<file path="src/rtl/ifu_fetch_queue_pkg.sv">
// ============================================================================
// Module      : ifu_fetch_queue_pkg
// Description : Shared constants and helpers for the instruction fetch queue.
// Revision    : 1.0 - initial release
// ============================================================================
`default_nettype none

package ifu_fetch_queue_pkg;

    localparam int unsigned  c_pc_inc           = 4;
    localparam logic [31:0]  c_reset_pc_default = 32'h0000_3000;
    localparam int unsigned  c_err_w            = 1;

    // Exception cause codes raised by fetch (AdEL = address error on load/fetch)
    typedef enum logic [4:0] {
        EXC_NONE = 5'd0,
        EXC_ADEL = 5'd4
    } exc_code_e;

    // Queue entry layout is {pc, instr, err}
    function automatic int unsigned entry_width(int unsigned addr_w, int unsigned data_w);
        return addr_w + data_w + c_err_w;
    endfunction

endpackage

`default_nettype wire

</file>
<file path="src/rtl/ifu_sync_fifo.sv">
// ============================================================================
// Module      : ifu_sync_fifo
// Description : Synchronous FIFO with flush; head is read straight from storage.
// Revision    : 1.0 - initial release
// ============================================================================
`default_nettype none

module ifu_sync_fifo #(
    parameter int unsigned WIDTH = 65,
    parameter int unsigned DEPTH = 4
) (
    input  logic                     CLK,
    input  logic                     Reset,
    input  logic                     push,
    input  logic [WIDTH-1:0]         push_data,
    input  logic                     pop,
    input  logic                     flush,
    output logic                     full,
    output logic                     empty,
    output logic [$clog2(DEPTH):0]   count,
    output logic [WIDTH-1:0]         head_data
);

    localparam int unsigned c_ptr_w = $clog2(DEPTH);

    logic [WIDTH-1:0]   r_mem [DEPTH];
    logic [c_ptr_w-1:0] r_wr_ptr;
    logic [c_ptr_w-1:0] r_rd_ptr;
    logic [c_ptr_w:0]   r_count;
    logic               w_do_push;
    logic               w_do_pop;

    assign full      = (r_count == (c_ptr_w+1)'(DEPTH));
    assign empty     = (r_count == '0);
    assign count     = r_count;
    assign head_data = r_mem[r_rd_ptr];

    // A push into a full FIFO is legal only when the head leaves in the same cycle
    assign w_do_pop  = pop && !empty;
    assign w_do_push = push && (!full || w_do_pop);

    always_ff @(posedge CLK) begin
        if (w_do_push && !flush) begin
            r_mem[r_wr_ptr] <= push_data;
        end
    end

    always_ff @(posedge CLK or negedge Reset) begin
        if (!Reset) begin
            r_wr_ptr <= '0;
            r_rd_ptr <= '0;
            r_count  <= '0;
        end else if (flush) begin
            r_wr_ptr <= '0;
            r_rd_ptr <= '0;
            r_count  <= '0;
        end else begin
            if (w_do_push) begin
                r_wr_ptr <= r_wr_ptr + c_ptr_w'(1);
            end
            if (w_do_pop) begin
                r_rd_ptr <= r_rd_ptr + c_ptr_w'(1);
            end
            r_count <= r_count + (c_ptr_w+1)'(w_do_push) - (c_ptr_w+1)'(w_do_pop);
        end
    end

endmodule

`default_nettype wire

</file>
<file path="src/rtl/ifu_fetch_queue.sv">
// ============================================================================
// Module      : ifu_fetch_queue
// Description : In-order instruction fetch with credit-limited requests, a
//               decode-facing queue and redirect flush. Optional alignment
//               check enabled by defining IFU_ALIGN_CHECK_EN.
// Revision    : 1.0 - initial release
// ============================================================================
`default_nettype none

module ifu_fetch_queue
    import ifu_fetch_queue_pkg::*;
#(
    parameter int unsigned ADDR_W   = 32,
    parameter int unsigned DATA_W   = 32,
    parameter int unsigned DEPTH    = 4,
    parameter int unsigned MAX_OUT  = 2,
    parameter logic [31:0] RESET_PC = c_reset_pc_default
) (
    input  logic              CLK,
    input  logic              Reset,
    output logic              req_valid,
    input  logic              req_ready,
    output logic [ADDR_W-1:0] req_addr,
    input  logic              rsp_valid,
    input  logic [DATA_W-1:0] rsp_data,
    input  logic              redirect_valid,
    input  logic [ADDR_W-1:0] redirect_pc,
    output logic              out_valid,
    input  logic              out_ready,
    output logic [ADDR_W-1:0] out_pc,
    output logic [DATA_W-1:0] out_instr,
    output logic              out_err
);

    localparam int unsigned       c_entry_w  = entry_width(ADDR_W, DATA_W);
    localparam int unsigned       c_cnt_w    = $clog2(MAX_OUT + 1);
    localparam int unsigned       c_fcnt_w   = $clog2(DEPTH) + 1;
    localparam int unsigned       c_sum_w    = c_fcnt_w + c_cnt_w;
    localparam logic [ADDR_W-1:0] c_reset_pc = ADDR_W'(RESET_PC);
    localparam logic [ADDR_W-1:0] c_inc      = ADDR_W'(c_pc_inc);

    logic [ADDR_W-1:0]    r_fetch_pc;
    logic [ADDR_W-1:0]    r_rsp_pc;
    logic [c_cnt_w-1:0]   r_out_cnt;
    logic [c_cnt_w-1:0]   r_drop_cnt;

    logic                 w_fifo_full;
    logic                 w_fifo_empty;
    logic [c_fcnt_w-1:0]  w_fifo_count;
    logic [c_entry_w-1:0] w_head;
    logic [c_entry_w-1:0] w_push_data;
    logic [c_sum_w-1:0]   w_total;
    logic                 w_has_credit;
    logic                 w_accept;
    logic                 w_rsp_push;
    logic                 w_local_push;
    logic                 w_fetch_ok;
    logic                 w_rsp_err;
    logic                 w_pop;

    assign w_total      = c_sum_w'(w_fifo_count) + c_sum_w'(r_out_cnt);
    assign w_has_credit = !w_fifo_full && (r_out_cnt < c_cnt_w'(MAX_OUT)) && (w_total < c_sum_w'(DEPTH));

    assign req_valid    = Reset && !redirect_valid && w_fetch_ok && w_has_credit;
    assign req_addr     = r_fetch_pc;
    assign w_accept     = req_valid && req_ready;
    assign w_rsp_push   = rsp_valid && (r_drop_cnt == '0) && !redirect_valid;
    assign w_pop        = out_valid && out_ready && !redirect_valid;

`ifdef IFU_ALIGN_CHECK_EN
    logic r_halted;
    logic w_misalign;

    assign w_misalign   = (r_fetch_pc[1:0] != 2'b00);
    assign w_fetch_ok   = !w_misalign;
    assign w_rsp_err    = (r_rsp_pc[1:0] != 2'b00);
    // The error entry waits for every older response so the queue stays in program order
    assign w_local_push = w_misalign && !r_halted && !redirect_valid && (r_out_cnt == '0) && !w_fifo_full;

    always_ff @(posedge CLK or negedge Reset) begin
        if (!Reset) begin
            r_halted <= 1'b0;
        end else if (redirect_valid) begin
            r_halted <= 1'b0;
        end else if (w_local_push) begin
            r_halted <= 1'b1;
        end
    end
`else
    assign w_fetch_ok   = 1'b1;
    assign w_rsp_err    = 1'b0;
    assign w_local_push = 1'b0;
`endif

    assign w_push_data = w_local_push ? {r_fetch_pc, {DATA_W{1'b0}}, 1'b1}
                                      : {r_rsp_pc, rsp_data, w_rsp_err};

    always_ff @(posedge CLK or negedge Reset) begin
        if (!Reset) begin
            r_fetch_pc <= c_reset_pc;
            r_rsp_pc   <= c_reset_pc;
            r_out_cnt  <= '0;
            r_drop_cnt <= '0;
        end else begin
            r_out_cnt <= r_out_cnt + c_cnt_w'(w_accept) - c_cnt_w'(rsp_valid);
            if (redirect_valid) begin
                r_fetch_pc <= redirect_pc;
                r_rsp_pc   <= redirect_pc;
                // Everything still in flight after this cycle belongs to the old stream
                r_drop_cnt <= r_out_cnt - c_cnt_w'(rsp_valid);
            end else begin
                if (w_accept) begin
                    r_fetch_pc <= r_fetch_pc + c_inc;
                end
                if (w_rsp_push) begin
                    r_rsp_pc <= r_rsp_pc + c_inc;
                end
                if (rsp_valid && (r_drop_cnt != '0)) begin
                    r_drop_cnt <= r_drop_cnt - c_cnt_w'(1);
                end
            end
        end
    end

    ifu_sync_fifo #(
        .WIDTH (c_entry_w),
        .DEPTH (DEPTH)
    ) u_fifo (
        .CLK       (CLK),
        .Reset     (Reset),
        .push      (w_rsp_push || w_local_push),
        .push_data (w_push_data),
        .pop       (w_pop),
        .flush     (redirect_valid),
        .full      (w_fifo_full),
        .empty     (w_fifo_empty),
        .count     (w_fifo_count),
        .head_data (w_head)
    );

    assign out_valid = !w_fifo_empty;
    assign out_pc    = w_head[c_entry_w-1 -: ADDR_W];
    assign out_instr = w_head[DATA_W:1];
    assign out_err   = w_head[0];

endmodule

`default_nettype wire
</file>
<file path="config.mk">
export PLATFORM = sky130hd
export DESIGN_NAME = ifu_fetch_queue
export DESIGN_NICKNAME = d
export VERILOG_FILES = /design/src/rtl/ifu_fetch_queue_pkg.sv /design/src/rtl/ifu_sync_fifo.sv /design/src/rtl/ifu_fetch_queue.sv
export SDC_FILE = /design/constraint.sdc
export NUM_CORES = 1
export LEC_CHECK = 0
export CAP_MARGIN = 20
export CORE_AREA = 2 2 160 162
export DETAILED_ROUTE_END_ITERATION = 16
export DIE_AREA = 0 0 162 164
export PLACE_DENSITY = 0.81
export REMOVE_ABC_BUFFERS = 1
export SYNTH_ARGS = -nofsm -noshare
export SYNTH_HDL_FRONTEND = slang
export SYNTH_SLANG_ARGS = --single-unit
</file>
<file path="constraint.sdc">
create_clock -name CLK -period 3.9 [get_ports CLK]
set_input_delay 0.78 -clock CLK [delete_from_list [all_inputs] [get_ports CLK]]
set_output_delay 0.78 -clock CLK [all_outputs]
set_load 0.01 [all_outputs]
</file>
==> flow_metrics.tcl, run 1 <==
set metrics [dict create \
    status "complete, no violations" \
    syn-cell-area_mm2 0.0135 \
    worstHoldPathType "primary input to asynchronous set/reset pin" \
    hpwl_um 19200 \
    fin_crit_sh_pct 86.0 \
    leakagePower_nw 5.64 \
    nFillCells 1666 \
    grt_max_degree 76 \
    cp.arrival_ns 2.57 \
    seq_area_frac_synth_pct 71.0 \
    avgSynthCellArea_um2 16.9 \
    layout.nets 1064 \
    timing_hold_violations_final 0 \
    ys_seq_elements 331 \
    dr.pass1.iters 5 \
    drc_errors 0 \
    yosys_most_used_dff "edfxtp_1" \
    fin_hold_ws_ns 0.530 \
    finalPower_w 0.00957 \
    drt_iter0_markers 600 \
    endpoint_kind "output port" \
    slew-limit-headroom_pct 32.5 \
    routed_wirelength_um 29900 \
    max_stage_delay_ns 0.63 \
    route.vias.total 7936 \
    drive_gt1_share_pct 16.5 \
    required_ns 3.12 \
    fp.dieW_um 162 \
    cp-start-kind "register" \
    crit_slowest_cell "dfrtp_4" \
    wl_per_cell_um 22.4 \
    num_io_pins 169 \
    rsz0062_at_grt "false" \
    setup_viol 0 \
    cts_tree "done" \
    crit_chain "buf_12 > mux4_2 > clkdlybuf4s50_1" \
    grt_pass1_vias 7966 \
    final_area_mm2 0.0167 \
    worst_pin_slew_ns 1.01 \
    area_growth_pct 24.1 \
    ys_types 55 \
    clock-sinks 331 \
    clockPowerShare_pct 33.7 \
    cts_root_buf "clkbuf_16" \
    cts_setup_buffers 0 \
    gp_congestion 0.895 \
    drv_slew 0 \
    power.share.sequential_pct 45.0 \
    fin_crit_ns 3.35 \
    setup_tns_ns 0 \
    ys_warn_count 0 \
    async_reset_ff_share_pct 22.7 \
    grtUsageTotal_pct 23.1 \
    grt_pass1_wl_um 46200 \
    vdd_drop_max_uv 298 \
    viasPerCell 5.94 \
    dieArea_mm2 0.0266 \
    fmax_mhz 298 \
    grt_antenna_before_repair 1 \
    clock_latency_ns 0.51 \
    cts-buffers-inserted 34 \
    p_sw_share_pct 25.2 \
    crit_family "buffers and inverters" \
    cts_buffer_depth 3 \
    critPathMaxFanout 32 \
    synth-edff-count 256 \
    grt.overflow.total 0 \
    cellPowerDensity_mw_per_mm2 572 \
    antenna_left 0 \
    fp.dieH_um 164 \
    drv_cap 0 \
    synth_cells 797 \
    postCtsHoldBufs 0 \
    h-tree-depth 2 \
    clock_skew_ns 0.0156 \
    io_buffers 167 \
    final_util_pct 67.4 \
    clk_pin_slew_ns 0.06 \
    placed_area_mm2 0.0156 \
    critical_path_class "register to output port" \
    start_util_pct 54.3 \
    intPower_w 0.00716 \
    worst-path-buf-inv 2 \
    core-area_mm2 0.0248 \
    rows 58 \
    power_frac_comb_pct 21.3 \
    power.switching_w 0.00241 \
    cts_resized 0 \
]
## power by group through the flow
stage / Combinational, W / Clock (W) / Sequential, W
after floorplan: 0.000995 / 0 / 0.00443
after global placement: 0.00203 / 0 / 0.00436
after detailed placement: 0.00205 / 0 / 0.00437
after CTS: 0.00207 / 0.00327 / 0.00431
after global routing: 0.00219 / 0.00341 / 0.00435
final: 0.00204 / 0.00322 / 0.00431
## registers in the layout (all words and copies together), names as in the netlist
name / flops
u_fifo.r_mem: 256
r_rsp_pc: 32
req_addr: 32
u_fifo.count: 3
r_drop_cnt: 2
r_out_cnt: 2
u_fifo.r_rd_ptr: 2
u_fifo.r_wr_ptr: 2
## synthesized netlist by cell type, drive strengths merged (12+ instances only)
cell	count	area share (%)
clkbuf	19	0.53
buf	18	0.68
inv	18	0.50
nand4	27	1.4
xnor2	32	2.1
o21ai	42	1.6
and2	12	0.58
nor2	19	0.53
edfxtp	256	57
ha	13	1.2
dfrtp	71	13
mux4	64	11
nand3	31	1.2
nand2	62	1.7
## stage by stage
step           cells  worst slack (ns)
2_1_floorplan    760            -0.168
3_3_place_gp    1274             0.729
3_5_place_dp    1274             0.668
4_1_cts         1335             0.478
5_1_grt         1335             0.410
6_report        1336             0.547
## cells in the final DEF, fill, tap and decap left out, types with 7 or more instances in the layout
cell type and n:
clkinv_2 7, nor3_1 9, edfxtp_1 256, clkbuf_16 35
and3_1 8, xnor2_1 32, mux4_2 64, o21ai_0 41
o211ai_1 9, clkdlybuf4s50_1 165, dfrtp_1 69, nor2_1 19
ha_1 13, nand4_1 25, nor4_1 11, buf_4 12
nand3_1 30, inv_1 18, xor2_1 10, nand2_1 62
clkbuf_1 7
## path summary, 6_finish.rpt
kind	start	endpoint	slack (ns)	depth (start not counted)
min in group CLK	r_rsp_pc[0]	u_fifo.r_mem[1][32]	0.53	0
hold reg to reg	r_rsp_pc[0]	u_fifo.r_mem[1][32]	0.53	0
max in group asynchronous	Reset	u_fifo.r_rd_ptr[0]	2.57	2
setup reg to reg	r_rsp_pc[3]	r_rsp_pc[20]	1.32	6
hold / removal	Reset	req_addr[28]	0.53	2
setup / recovery	u_fifo.r_rd_ptr[0]	out_instr[5]	0.55	3
## layer usage
metal,track usage (%),up-vias,share of wire [%]
met1,32.2,4032,42
met4,6.60,0,1.9
met5,0,-,0
met3,4.55,43,6.7
met2,37.7,350,49
li1,-,3511,-
## kinds of logic after synthesis
| kind of cell | share of synthesized area, % |
|---|---|
| multiplexers | 11.3 |
| XOR/XNOR | 2.73 |
| buffers and inverters | 1.71 |
| AO/OA/AOI/OAI | 3.79 |
| other | 0.0278 |
| adder cells (fa/ha/maj) | 1.36 |
| flip-flops | 71.0 |
| AND/OR/NAND/NOR | 8.13 |
## worst register-to-register path: stages, from the launching register on
cell and delay, ns:
dfrtp_1 0.51, ha_1 0.26, nand4_1 0.41, nor4_1 0.79
nand3_1 0.17, xor2_1 0.17, o21ai_0 0.17
## area by class of cell
type / instances / area (um2) / share of cell area [%]
Sequential cell: 331 / 9570 / 57.2
Clock inverter: 17 / 188 / 1.12
Clock buffer: 44 / 930 / 5.56
Timing Repair Buffer: 184 / 1870 / 11.2
Multi-Input combinational cell: 411 / 3680 / 22.0
Inverter: 18 / 67.6 / 0.404
Antenna cell: 1 / 2.50 / 0.0150
Tap cell: 330 / 413 / 2.47
Power figures use the tool's default switching activity.
==> run 2, diff against run 1 <==
- SLEW_MARGIN: unset -> 20
==> results of run 2 <==
Final layout, timing and power as in run 1 (identical DEF).
